$ cat src/rtl/segment7_pkg.sv
// Shared definitions for the multiplexed 7-segment display driver and its decoder.
// Holds the hex glyph table, segment bit positions and small helpers.
package segment7_pkg;

  localparam int NUM_DIGITS = 4;

  localparam int SEG_A = 6;
  localparam int SEG_B = 5;
  localparam int SEG_C = 4;
  localparam int SEG_D = 3;
  localparam int SEG_E = 2;
  localparam int SEG_F = 1;
  localparam int SEG_G = 0;

  localparam logic [6:0] SEG_BLANK = 7'b0000000;

  localparam logic [6:0] GLYPH_0 = 7'b1111110;
  localparam logic [6:0] GLYPH_1 = 7'b0110000;
  localparam logic [6:0] GLYPH_2 = 7'b1101101;
  localparam logic [6:0] GLYPH_3 = 7'b1111001;
  localparam logic [6:0] GLYPH_4 = 7'b0110011;
  localparam logic [6:0] GLYPH_5 = 7'b1011011;
  localparam logic [6:0] GLYPH_6 = 7'b1011111;
  localparam logic [6:0] GLYPH_7 = 7'b1110000;
  localparam logic [6:0] GLYPH_8 = 7'b1111111;
  localparam logic [6:0] GLYPH_9 = 7'b1111011;
  localparam logic [6:0] GLYPH_A = 7'b1110111;
  localparam logic [6:0] GLYPH_B = 7'b0011111;
  localparam logic [6:0] GLYPH_C = 7'b1001110;
  localparam logic [6:0] GLYPH_D = 7'b0111101;
  localparam logic [6:0] GLYPH_E = 7'b1001111;
  localparam logic [6:0] GLYPH_F = 7'b1000111;

  // True when exactly one digit select is active.
  function automatic logic is_onehot4(input logic [3:0] sel);
    return (sel != 4'b0000) && ((sel & (sel - 4'd1)) == 4'b0000);
  endfunction

endpackage

$ cat src/rtl/seg7_pattern_to_hex.sv
// Combinational reverse glyph lookup: 7-bit segment pattern to hex nibble.
// Patterns outside the glyph table report legal=0 with nibble 0.
module seg7_pattern_to_hex
  import segment7_pkg::*;
(
  input  logic [6:0] pattern,
  output logic       legal,
  output logic [3:0] nibble
);

  // Glyph table lookup
  always_comb begin
    legal  = 1'b1;
    nibble = 4'h0;
    case (pattern)
      GLYPH_0: nibble = 4'h0;
      GLYPH_1: nibble = 4'h1;
      GLYPH_2: nibble = 4'h2;
      GLYPH_3: nibble = 4'h3;
      GLYPH_4: nibble = 4'h4;
      GLYPH_5: nibble = 4'h5;
      GLYPH_6: nibble = 4'h6;
      GLYPH_7: nibble = 4'h7;
      GLYPH_8: nibble = 4'h8;
      GLYPH_9: nibble = 4'h9;
      GLYPH_A: nibble = 4'hA;
      GLYPH_B: nibble = 4'hB;
      GLYPH_C: nibble = 4'hC;
      GLYPH_D: nibble = 4'hD;
      GLYPH_E: nibble = 4'hE;
      GLYPH_F: nibble = 4'hF;
      default: begin
        legal  = 1'b0;
        nibble = 4'h0;
      end
    endcase
  end

endmodule

$ cat src/rtl/segment7_decoder.sv
// Receive-side monitor for a multiplexed 7-segment bus: debounces the sampled
// anode/segment lines, decodes each digit and reassembles complete 16-bit frames.
module segment7_decoder
  import segment7_pkg::*;
#(
  parameter int STABLE_CYCLES = 1
) (
  input  logic        clk,
  input  logic        rst_n,
  input  logic [3:0]  anodes,
  input  logic [6:0]  segments,
  output logic [15:0] data,
  output logic        data_valid,
  output logic        pattern_err,
  output logic        anode_err
);

  localparam logic [7:0] STABLE_W = 8'(STABLE_CYCLES);

  logic [10:0] sync1_r, sync2_r, last_r;
  logic [7:0]  run_r, run_s;
  logic        accept_s;
  logic [3:0]  anode_s;
  logic [6:0]  pattern_s;
  logic        legal_s;
  logic [3:0]  nibble_s;

  logic [NUM_DIGITS-1:0][3:0] shadow_r, shadow_s;
  logic [NUM_DIGITS-1:0]      seen_r, seen_s;
  logic [15:0] data_r, data_s;
  logic        dv_r, dv_s, perr_r, perr_s, aerr_r, aerr_s;

  assign anode_s   = sync2_r[10:7];
  assign pattern_s = sync2_r[6:0];

  seg7_pattern_to_hex u_p2h (
    .pattern (pattern_s),
    .legal   (legal_s),
    .nibble  (nibble_s)
  );

  // Stable-run length; saturates so a long hold never re-accepts
  always_comb begin
    if (sync2_r != last_r) begin
      run_s = 8'd1;
    end else if (run_r == 8'd255) begin
      run_s = 8'd255;
    end else begin
      run_s = run_r + 8'd1;
    end
  end

  assign accept_s = (run_s == STABLE_W);

  // Frame assembly on each accepted sample
  always_comb begin
    shadow_s = shadow_r;
    seen_s   = seen_r;
    data_s   = data_r;
    dv_s     = 1'b0;
    perr_s   = 1'b0;
    aerr_s   = 1'b0;
    if (!accept_s || anode_s == 4'b0000) begin
      dv_s = 1'b0;
    end else if (!is_onehot4(anode_s)) begin
      aerr_s = 1'b1;
    end else if (!legal_s) begin
      perr_s = 1'b1;
      seen_s = seen_r & ~anode_s;
    end else begin
      for (int k = 0; k < NUM_DIGITS; k++) begin
        if (anode_s[k]) begin
          shadow_s[k] = nibble_s;
        end else begin
          shadow_s[k] = shadow_r[k];
        end
      end
      seen_s = seen_r | anode_s;
      if (seen_s == 4'b1111) begin
        data_s = shadow_s;
        dv_s   = 1'b1;
        seen_s = 4'b0000;
      end else begin
        dv_s = 1'b0;
      end
    end
  end

  // Input synchronizer and run tracking
  always_ff @(posedge clk or negedge rst_n) begin
    if (!rst_n) begin
      sync1_r <= 11'd0;
      sync2_r <= 11'd0;
      last_r  <= 11'd0;
      run_r   <= 8'd0;
    end else begin
      sync1_r <= {anodes, segments};
      sync2_r <= sync1_r;
      last_r  <= sync2_r;
      run_r   <= run_s;
    end
  end

  // Frame state and registered outputs
  always_ff @(posedge clk or negedge rst_n) begin
    if (!rst_n) begin
      shadow_r <= '0;
      seen_r   <= 4'b0000;
      data_r   <= 16'h0000;
      dv_r     <= 1'b0;
      perr_r   <= 1'b0;
      aerr_r   <= 1'b0;
    end else begin
      shadow_r <= shadow_s;
      seen_r   <= seen_s;
      data_r   <= data_s;
      dv_r     <= dv_s;
      perr_r   <= perr_s;
      aerr_r   <= aerr_s;
    end
  end

  assign data        = data_r;
  assign data_valid  = dv_r;
  assign pattern_err = perr_r;
  assign anode_err   = aerr_r;

endmodule

$ cat config.mk
export PLATFORM = sky130hd
export DESIGN_NAME = segment7_decoder
export DESIGN_NICKNAME = d
export VERILOG_FILES = /design/src/rtl/segment7_pkg.sv /design/src/rtl/seg7_pattern_to_hex.sv /design/src/rtl/segment7_decoder.sv
export SDC_FILE = /design/constraint.sdc
export NUM_CORES = 1
export LEC_CHECK = 0
export BUFFER_PORTS_ARGS = -buffer_cell sky130_fd_sc_hd__buf_2
export CORE_MARGIN = 4
export CORE_UTILIZATION = 59
export CTS_CLUSTER_SIZE = 25
export DETAILED_ROUTE_END_ITERATION = 7
export PLACE_DENSITY = 0.77
export SKIP_CTS_REPAIR_TIMING = 1
export SLEW_MARGIN = 20
export SYNTH_ARGS = -nofsm -noshare
export SYNTH_HDL_FRONTEND = slang
export SYNTH_SLANG_ARGS = --single-unit
$ cat constraint.sdc
create_clock -name clk -period 3.4 [get_ports clk]
set_input_delay 0.51 -clock clk [delete_from_list [all_inputs] [get_ports clk]]
set_output_delay 0.51 -clock clk [all_outputs]
set_load 0.01 [all_outputs]
==> qor.csv <==
metric,value,unit
wire length on met1,3.08,mm
Crit path max-delay family,simple AND/OR/NAND/NOR gates,
RSZ-0062 raised after global routing,no,
via count,2228,
Avg Inst Size Synth,13.4,µm²
die height,88.2,µm
critical path launch point type,flop,
Peak VDD IR,0.344,mV
Post-synth EDFFs,0,
fmax,0.386,GHz
Iter 0 DRT Violations,104,
status,"complete, no violations",
worst hold path type,in2reg,
# diodes,0,
Routed wire per std cell,16.1,µm
routed wire length on met3,222,µm
#FFs+latches synth,80,
IO Port Bufs,31,
total chip power,2.12,mW
CTS buffer count,9,
post-route cell area,4160,µm²
RePlAce Congestion,0.813,
top_reg_cell synth,dfrtp_1,
DRT Pass-1 Iters,4,
Setup crit end kind,flop,
Final Routed Wirelength,6.32,mm
Final Skew,0.00815,ns
post-route antenna net violation count,0,
Final nets,326,
share of layout cells above drive strength 1,0.347,
Core Area,6100,µm²
io pins,32,
crit path cell chain,ha_1 > and3_4 > and4bb_1 > o2111a_1 > o21ai_2 > buf_4 > nor2_4 > mux2_2,
Final Hold Violating Endpoints,0,
buffers and inverters on the worst path,1,
leakage,1.92,nW
CTS root buf,clkbuf_8,
Via density,5.68,
largest net degree at the start of global routing,81,
Critical-path top delay cell,nor2_4,
clock buffer depth,2,
"Cell Area, Placed",3960,µm²
row cnt,28,
Setup Viol. Count Final,0,
"Data required, critical path",3.63,ns
ys async rst share,1.00,
Detailed Place HPWL,4.27,mm
Fin Setup TNS,0,ns
DIE AREA,7790,µm²
met2 wire len,2.94,mm
Post-Syn Area,3800,µm²
Num Clock Sinks,80,
post-synthesis sequential area ratio,0.527,
"Max FO, Critical Path",17,
gr usage total,0.182,
Mapped Cells,284,
DP Cell Count,376,
clk_lat worst skew,0.35,ns
H-tree level count,3,
Starting Density,0.623,
synth unique cells,62,
antenna violations before repair,0,
Max-slew headroom,0.374,
first-pass GRT wire length,10.7,mm
max-cap violations,0,
Post-Layout Cell Count,392,
Residual DRC,0,
clk slew on worst S/H paths,0.09,ns
Final Cycle Share,0.761,
worst endpoint data arrival time,2.82,ns
Power Density,510,nW/µm²
worst reg2reg setup slack,0.81,ns
vias in the first global route,2148,
Mapped Nets,298,
Max Slew Vio Count,0,
area delta synth->final,9.42,%
highest cell delay on the worst timing path,0.49,ns
GR Overflow Total,0,
Die W,88.2,µm
post-route minimum period,2.59,ns
synth warn,0,
highest metal used,met4,
Crit Path Class,reg2reg,
Slew @ Worst Pin,0.938,ns
CTS tree,yes,
[per-stage QoR]
step | setup WS (ns) | hold WS [ns] | utilization
5_1_grt | 0.655 | 0.233 | 0.682
4_1_cts | 0.799 | 0.239 | 0.682
3_5_place_dp | 0.824 | 0.335 | 0.649
2_1_floorplan | 1.19 | 0.214 | -
3_3_place_gp | 0.896 | 0.332 | 0.649
6_report | 0.812 | 0.259 | 0.682
[synth_stat cells (4+ instances only)]
cell type   n  area (µm²)
a21oi_1    19        95.1
a221o_1     4        40.0
and3_1      4        25.0
and3b_1     5        43.8
buf_2       6        30.0
clkbuf_1    4        15.0
dfrtp_1    80        2000
mux2_2     11         124
mux2_4     25         375
nand2_1     6        22.5
nand3_1     9        45.0
nor2_1     18        67.6
nor3b_1     4        30.0
nor3b_4     4        75.1
o21ai_0     5        25.0
xor2_1     13         114
[flip-flops by register name, summed over array words and instances, names as in the netlist]
register / cells
last_r: 11
data_valid: 1
sync2_r: 11
sync1_r: 11
data: 16
seen_r: 4
run_r: 8
anode_err: 1
pattern_err: 1
shadow_r: 16
[final cells by class]
| class | instances | area, µm² |
|---|---|---|
| Fill cell | 459 | 1940 |
| Tap cell | 75 | 93.8 |
| Multi-Input combinational cell | 185 | 1680 |
| Clock inverter | 7 | 76.3 |
| Sequential cell | 80 | 2000 |
| Clock buffer | 9 | 124 |
| Inverter | 3 | 11.3 |
| Timing Repair Buffer | 33 | 173 |
[path summary, 6_finish.rpt]
| check | startpoint | to | cells after the start |
|---|---|---|---|
| worst max-delay path | run_r[0] | data[5] | 8 |
| worst min-delay path | segments[1] | sync1_r[1] | 1 |
| worst max register to register | run_r[0] | data[5] | 8 |
| worst min register to register | sync1_r[0] | sync2_r[0] | 0 |
| max in group asynchronous | rst_n | data[1] | 1 |
| min in group asynchronous | rst_n | run_r[3] | 1 |
[cell usage in the layout, fill, tap and decap left out, drive strengths merged, types with 2 or more instances in the layout]
master,Yosys,layout
nor3,6,6
nor3b,9,9
and2b,2,2
xnor2,2,2
a21oi,20,20
o22ai,3,3
and3b,5,5
nor2,20,20
a221o,4,4
xor2,14,14
mux2,36,36
and4bb,2,2
and4b,2,2
nand2,6,6
clkbuf,4,9
o21ai,7,7
and3,5,5
nor2b,2,2
o2111a,2,2
nand4,3,3
nor4,3,3
dfrtp,80,80
inv,3,6
a31oi,2,2
buf,12,33
o2111ai,2,2
clkinvlp,0,2
nand3,10,10
[kinds of logic (layout without fill, tap and decap cells)]
kind of cell             count (synthesis)  in the layout  synth area share
adder cells (fa/ha/maj)                  2              2           0.00593
buffers and inverters                   19             52            0.0316
AND/OR/NAND/NOR                         82             82             0.168
AO/OA/AOI/OAI                           48             48            0.0949
XOR/XNOR                                16             16            0.0389
multiplexers                            37             37             0.134
flip-flops                              80             80             0.527
[power breakdown]
part / switching [mW] / leakage (nW) / internal (mW) / total (mW)
combinational: 0.139 / 0.814 / 0.161 / 0.301
sequential: 0.0739 / 1.01 / 1.04 / 1.12
clock: 0.355 / 0.0966 / 0.345 / 0.701
[per-layer routing]
| metal | vias up | track usage |
|---|---|---|
| met5 | - | 0 |
| met4 | 0 | 0.0797 |
| met3 | 7 | 0.0419 |
| met2 | 42 | 0.273 |
| met1 | 1091 | 0.255 |
| li1 | 1088 | - |
Note: power is estimated with default switching activity, not from simulation.
